`config.mk`:
```
export PLATFORM = sky130hd
export DESIGN_NAME = sargantana_icache_flush_ctrl
export DESIGN_NICKNAME = d
export VERILOG_FILES = /design/src/rtl/sargantana_icache_flush_ctrl.sv
export SDC_FILE = /design/constraint.sdc
export NUM_CORES = 1
export LEC_CHECK = 0
export ABC_AREA = 1
export BUFFER_PORTS_ARGS = -buffer_cell sky130_fd_sc_hd__buf_2
export CORE_MARGIN = 5
export CORE_UTILIZATION = 33
export CTS_CLUSTER_DIAMETER = 100
export CTS_CLUSTER_SIZE = 25
export DETAILED_ROUTE_END_ITERATION = 7
export PLACE_DENSITY = 0.78
export RECOVER_POWER = 100
export SLEW_MARGIN = 0
export SYNTH_ARGS = -nofsm -noshare
export SYNTH_HDL_FRONTEND = slang
export SYNTH_SLANG_ARGS = --single-unit
```
`constraint.sdc`:
```
create_clock -name clk_i -period 1.5 [get_ports clk_i]
set_clock_uncertainty 0.2 [all_clocks]
set_input_delay 0.3 -clock clk_i [delete_from_list [all_inputs] [get_ports clk_i]]
set_output_delay 0.3 -clock clk_i [all_outputs]
set_load 0.1 [all_outputs]
```
`src/rtl/sargantana_icache_flush_ctrl.sv`:
```
// Flush sequencer for the icache: drains refills, sweeps the cleaning module over every set,
// clears all ways' valid bits per index and acks the core. Optional counter: ICACHE_FLUSH_CNT_EN.
module sargantana_icache_flush_ctrl #(
  parameter int ADDR_WIDHT   = 6,
  parameter int ICACHE_DEPTH = 64,
  parameter int NUM_WAYS     = 4
) (
  input  logic                  clk_i,
  input  logic                  rst_i,
  input  logic                  flush_req_i,
  output logic                  flush_ack_o,
  input  logic                  refill_busy_i,
  output logic                  lookup_stall_o,
  output logic                  busy_o,
  output logic                  clean_en_o,
  input  logic [ADDR_WIDHT-1:0] clean_addr_i,
  input  logic                  clean_done_i,
  output logic [NUM_WAYS-1:0]   vbit_we_o,
  output logic [ADDR_WIDHT-1:0] vbit_addr_o,
  output logic                  vbit_wdata_o,
  output logic [31:0]           flush_cnt_o
);

  localparam logic [1:0] IDLE  = 2'd0;
  localparam logic [1:0] DRAIN = 2'd1;
  localparam logic [1:0] SWEEP = 2'd2;
  localparam logic [1:0] DONE  = 2'd3;

  logic [1:0] state_q, state_d;
  logic       pending_q, pending_d;
  logic       sweep_active;
  logic       addr_in_range;

  always_comb begin
    state_d   = state_q;
    pending_d = pending_q;
    case (state_q)
      IDLE: begin
        if (flush_req_i) begin
          state_d = refill_busy_i ? DRAIN : SWEEP;
        end
      end
      DRAIN: begin
        // Requests while the refill drains are the current flush; only the exit cycle counts as new.
        if (!refill_busy_i) begin
          state_d = SWEEP;
          if (flush_req_i) pending_d = 1'b1;
        end
      end
      SWEEP: begin
        if (flush_req_i) pending_d = 1'b1;
        if (clean_done_i) state_d = DONE;
      end
      DONE: begin
        // A request landing in the ack cycle merges with any pending one into a single extra flush.
        if (pending_q || flush_req_i) begin
          pending_d = 1'b0;
          state_d   = refill_busy_i ? DRAIN : SWEEP;
        end else begin
          state_d = IDLE;
        end
      end
      default: begin
        state_d   = IDLE;
        pending_d = 1'b0;
      end
    endcase
  end

  always_ff @(posedge clk_i) begin
    if (rst_i) begin
      state_q   <= IDLE;
      pending_q <= 1'b0;
    end else begin
      state_q   <= state_d;
      pending_q <= pending_d;
    end
  end

  assign sweep_active   = (state_q == SWEEP);
  assign addr_in_range  = (32'(clean_addr_i) < ICACHE_DEPTH);
  assign clean_en_o     = sweep_active;
  assign busy_o         = (state_q != IDLE);
  assign lookup_stall_o = (state_q != IDLE);
  assign flush_ack_o    = (state_q == DONE);
  assign vbit_addr_o    = sweep_active ? clean_addr_i : '0;
  assign vbit_wdata_o   = 1'b0;

  genvar gi;
  generate
    for (gi = 0; gi < NUM_WAYS; gi++) begin : g_way
      assign vbit_we_o[gi] = sweep_active && addr_in_range;
    end
  endgenerate

`ifdef ICACHE_FLUSH_CNT_EN
  logic [31:0] flush_cnt_q, flush_cnt_d;

  assign flush_cnt_d = (state_q == DONE) ? flush_cnt_q + 32'd1 : flush_cnt_q;

  always_ff @(posedge clk_i) begin
    if (rst_i) begin
      flush_cnt_q <= 32'd0;
    end else begin
      flush_cnt_q <= flush_cnt_d;
    end
  end

  assign flush_cnt_o = flush_cnt_q;
`else
  assign flush_cnt_o = 32'd0;
`endif

endmodule

```
==> out/qor.yml, run 1 <==
crit_path_max_fanout: 5
syn_to_final_growth_pct: 72.1
worstPathArrival_ns: 1.18
crit_path_top_delay_cell: "dfxtp_4"
worst-path-stages: 4
numCtsBuffers: 3
num-fill-cells: 134
grt_pass1_wl_um: 1930
initial_core_util_pct: 35.0
hp-start: "rst_i"
irDropWorstVdd_v: 0.000696
fin_setup_tns_ns: -2.10
synth_seq_cells: 3
fmax_mhz: 595
drive_above_1_share_pct: 47.4
max_stage_delay_ns: 0.36
ant_nets: 0
hold_path_depth: 2
pwr-share-comb_pct: 81.5
hold_buffers: 0
crit_start: "state_q[0]"
drt_pre_antenna_iters: 4
clk_pin_slew_ns: 0.03
grt_pass1_vias: 461
layoutNonFillerInstCount: 132
cts_max_level: 1
met3WireLength_um: 139
cts_tree: "built"
netlist_area_um2: 533
n_antenna_cell: 0
rsz0062_at_grt: "yes"
pin_count: 58
setup_violations: 14
cp-end-kind: "output pin"
drc: 0
dr.first_iter.drc_count: 6
switching_share_pct: 66.1
criticalPathCategory: "flop to output pin"
clkLatencyLatePin_ns: 0.23
yosysSeqAreaShare_pct: 11.3
rows: 14
m1WireLength_um: 406
multi_input_area_um2: 322
clkPwrFrac_pct: 10.4
internal_power_uw: 453
core-area_mm2: 0.00152
cp.required_ns: 1.00
top_layer: "met4"
vias: 512
dpl.cell_count: 123
cp-start-kind: "flop"
antenna_found_initial: 0
min_path_type: "input pin to flop"
ys_warn_count: 0
seq_area_um2: 67.6
fin_crit_sh_pct: 112
port-buffer-count: 24
worst-path-buf-inv: 3
power_mw: 1.34
dieWidth_um: 50.2
synthCells: 85
gr-usage-all-layers_pct: 9.92
synth_area_leaders: "buf_4, dfxtp_1, inv_1"
reg2reg_depth: 7
grt_max_degree: 9
hpwl_um: 1140
p_leak_nw: 0.486
synth.top_cell.area_share_pct: 53.5
p_switching_uw: 886
seqPwrFrac_pct: 8.1
overflow: 0
routedWlPerCell_um: 10.7
synth_top_area_cell: "buf_4"
synth_cell_types: 15
powerDensity_mw_per_mm2: 1460
violations: "setup timing"
status: "finished with violations"
finalHoldViolCount: 0
routed_wl_um: 1420
critical_path.cell_chain: "inv_4, nand2_4, clkinvlp_4, buf_12"
die_area_mm2: 0.00252
setup_slack_ns: -0.181
period_needed_ns: 1.68
met2WireLength_um: 843
syn_area_per_cell_um2: 6.27
clockRootBuffer: "clkbuf_4"
fin_nets: 128
cp_top_family: "buffers and inverters"
clockBufferDepth: 2
cts_sinks: 3
drv_cap: 0
viasPerCell: 3.88
die_height_um: 50.2
drv_slew: 0
gp_congestion: 0.800
reg2reg_from: "state_q[1]"
[final timing paths]
kind                                     end  slack (ns)
worst min register to register     pending_q        0.32
worst max register to register     pending_q        0.07
worst max-delay path            vbit_we_o[0]       -0.18
worst min-delay path              state_q[0]        0.06
[metal layers]
| metal | track usage (%) | vias up |
|---|---|---|
| li1 | - | 243 |
| met1 | 7.68 | 238 |
| met2 | 21.3 | 27 |
| met3 | 1.18 | 4 |
| met4 | 6.55 | 0 |
| met5 | 0 | - |
[layout make-up]
| type | instances | share of cell area (%) |
|---|---|---|
| well taps | 16 | 2.18 |
| repair buffers | 33 | 45.6 |
| flip-flops and latches | 3 | 7.37 |
| inverters | 14 | 6.96 |
| multi-input cells | 62 | 35.1 |
| clock buffers | 4 | 2.86 |
[flip-flops by register name, indices dropped and copies added, names as in the netlist]
signal	cells
pending_q	1
state_q	2
[cells by family after synthesis]
| group | Yosys count | share of synthesized area [%] |
|---|---|---|
| flops | 3 | 11.3 |
| compound gates | 4 | 4.23 |
| other cells | 1 | 0.704 |
| simple gates | 25 | 20.4 |
| buf+inv | 52 | 63.4 |
[synth_stat cells]
library cell / number
buf_4: 38
inv_1: 12
nor2_1: 10
nand2_1: 9
dfxtp_1: 3
a21oi_1: 2
inv_2: 2
nand3_1: 2
conb_1: 1
nand2_2: 1
nand3_2: 1
nand4_1: 1
nor3_1: 1
o211ai_1: 1
o21ai_0: 1
[cell usage in the layout, fill, tap and decap left out, drive strengths merged]
| cell | netlist | layout |
|---|---|---|
| clkinvlp | 0 | 3 |
| o211ai | 1 | 1 |
| buf | 38 | 33 |
| nand2 | 10 | 10 |
| nor2 | 10 | 10 |
| clkbuf | 0 | 4 |
| o21ai | 1 | 1 |
| dfxtp | 3 | 3 |
| inv | 14 | 11 |
| nand3 | 3 | 3 |
| nand4 | 1 | 1 |
| a21oi | 2 | 2 |
| conb | 1 | 33 |
| nor3 | 1 | 1 |
[timing repair]
action | in CTS | in global routing
setup endpoints to repair | 14 | 14
endpoints found under the hold margin | 0 | 0
setup buffers | 2 | 3
cloned | 0 | 0
pin swaps | 1 | 1
resized for setup | 9 | 7
[stage by stage]
step                      worst slack [ns]  util [%]  cell area (µm²)  hold slack, ns
final                               -0.181      60.2              917          0.0590
after global routing                -0.230      60.2              917          0.0553
after CTS                           -0.193      57.5              876          0.0481
after detailed placement            0.0364      52.2              796           0.295
after global placement              0.0804      52.2              796           0.284
after floorplan                     -0.478         -              742           0.162
[power groups by stage]
stage,sequential (mW),combinational (mW),clock [mW]
floorplan,0.106,0.911,0
global placement,0.103,1.03,0
detailed placement,0.103,1.04,0
CTS,0.103,1.06,0.149
global route,0.109,1.12,0.153
finish,0.108,1.09,0.139
No activity file was read; power rests on OpenSTA's default activity.
==> run 2: changes to the inputs <==
SKIP_CTS_REPAIR_TIMING = 1   (was unset)
==> run 2 against run 1 <==
- the run still ends with setup timing left
- power is 2.4% lower
- die area stayed put
- critical path depth stayed put
- sequential share of layout area is 0.072 points higher
- design area is 4.6% lower
- sequential cell count stayed put
- largest power group unchanged
- highest routed layer unchanged
==> out/qor.yml, run 2 (synthesis gave the netlist of run 1 again) <==
crit_path_max_fanout: 5  # unchanged
routed_wl_um: 1320  # -7.2%
port-buffer-count: 24  # unchanged
die_area_mm2: 0.00252  # unchanged
endpoint: "vbit_we_o[0]"
drv_cap: 0  # unchanged
p_leak_nw: 0.465  # -4.4%
clkLatencyLatePin_ns: 0.23  # about the same
fin_setup_tns_ns: -2.04  # +0.0649 ns
final_cell_mix: "conb_1, buf_12, buf_2"
drc: 0  # unchanged
drv_slew: 0  # unchanged
min_path_type: "input pin to flop"
numCtsBuffers: 3  # unchanged
reg2reg_from: "state_q[1]"
fin_nets: 124  # -3.1%
reg2reg_slack_ns: 0.05  # -0.02 ns
drt_pre_antenna_iters: 4  # unchanged
irDropWorstVdd_v: 0.000695  # -0.26%
rsz0062_at_grt: "yes"
initial_core_util_pct: 35.0  # unchanged
setup_slack_ns: -0.176  # +0.00436 ns
period_needed_ns: 1.68  # -0.00436 ns
hpwl_um: 1140  # unchanged
routedWlPerCell_um: 10.3  # -4.3%
die_height_um: 50.2  # unchanged
largest_reg_flops: 2  # unchanged
grt_max_degree: 9  # unchanged
clockRootBuffer: "clkbuf_4"
vias: 493  # -3.7%
cts_max_level: 1  # unchanged
ant_nets: 0  # unchanged
grt_pass1_vias: 419  # -9.1%
dr.first_iter.drc_count: 8  # +2
finalHoldViolCount: 0  # unchanged
setup_violations: 14  # unchanged
worstPathArrival_ns: 1.18  # about the same
antenna_found_initial: 0  # unchanged
cts_tree: "built"
fin_hold_ws_ns: 0.0606  # +0.00154 ns
gr-usage-all-layers_pct: 8.95  # -0.97 points
fmax_mhz: 597  # +0.26%
pin_count: 58  # unchanged
timing.rr.end: "pending_q"
regMostFlops: "state_q"
overflow: 0  # unchanged
cp-start-kind: "flop"
cp.required_ns: 1.00  # about the same
clk_pin_slew_ns: 0.03  # about the same
cts_sinks: 3  # unchanged
core-area_mm2: 0.00152  # unchanged
syn_to_final_growth_pct: 64.1
rows: 14  # unchanged
drive_above_1_share_pct: 44.6  # -2.8 points
status: "finished with violations"
violations: "setup timing"
n_antenna_cell: 0  # unchanged
cp-end-kind: "output pin"
dieWidth_um: 50.2  # unchanged
crit_start: "state_q[0]"
powerDensity_mw_per_mm2: 1490  # +2.3%
fin_crit_sh_pct: 112  # -0.29 points
reg2reg_depth: 7  # unchanged
clockBufferDepth: 2  # unchanged
gp_congestion: 0.800  # unchanged
num-fill-cells: 139  # +3.7%
final_common_cell: "conb_1"
grt_pass1_wl_um: 1730  # -10%
criticalPathCategory: "flop to output pin"
viasPerCell: 3.85  # -0.70%
top_regs: "state_q x2, pending_q x1"
run 2: changes by cell type in the layout (fill, tap and decap cells not counted):
| cell | delta |
|---|---|
| inv_4 | -1 |
| buf_6 | -1 |
| a21oi_1 | +1 |
| dfxtp_2 | +1 |
| buf_4 | -3 |
| a21oi_2 | -1 |
| inv_2 | +1 |
| dfxtp_4 | -1 |
run 2: critical path: stages (launching register included):
cell        delay (ns)
dfxtp_2           0.34
inv_2             0.05
nand2_4           0.08
clkinvlp_4        0.22
buf_12            0.24
run 2: power by group:
part	internal, mW	leakage, nW	switching, mW
clock network	0.0996	0.0150	0.0397
logic	0.239	0.424	0.823
registers	0.0935	0.0257	0.0119
run 2: per-stage QoR:
step	setup WS (ns)	util (%)	cells	power (mW)	cell area, µm²
floorplan	-0.478	-	117	1.02	742
global placement	0.0804	52.2	123	1.13	796
detailed placement	0.0364	52.2	123	1.14	796
CTS	-0.218	53.9	127	1.29	822
global route	-0.231	57.4	128	1.35	875
finish	-0.176	57.4	128	1.31	875
run 2: routing by layer:
| layer | routed length, µm | global-route usage [%] | vias up |
|---|---|---|---|
| met1 | 333 | 6.96 | 222 |
| met4 | 16 | 6.55 | 0 |
| met2 | 819 | 18.8 | 34 |
| met3 | 146 | 1.18 | 2 |
| li1 | - | - | 235 |
| met5 | 0 | 0 | - |
run 2: area by class of cell:
type	instances	area (µm²)	area share, %
Timing Repair Buffer	29	384	43.9
Sequential cell	3	65.1	7.44
Multi-Input combinational cell	62	318	36.3
Clock buffer	4	26.3	3.00
Inverter	14	61.3	7.01
Tap cell	16	20.0	2.29
run 2: worst min-delay path by stage:
stage | from | cells past startpoint | to
after floorplan | rst_i | 1 | state_q[0]
final | rst_i | 2 | state_q[0]
after detailed placement | rst_i | 2 | state_q[0]
after CTS | rst_i | 2 | state_q[0]
after global routing | rst_i | 2 | pending_q
after global placement | rst_i | 2 | state_q[0]
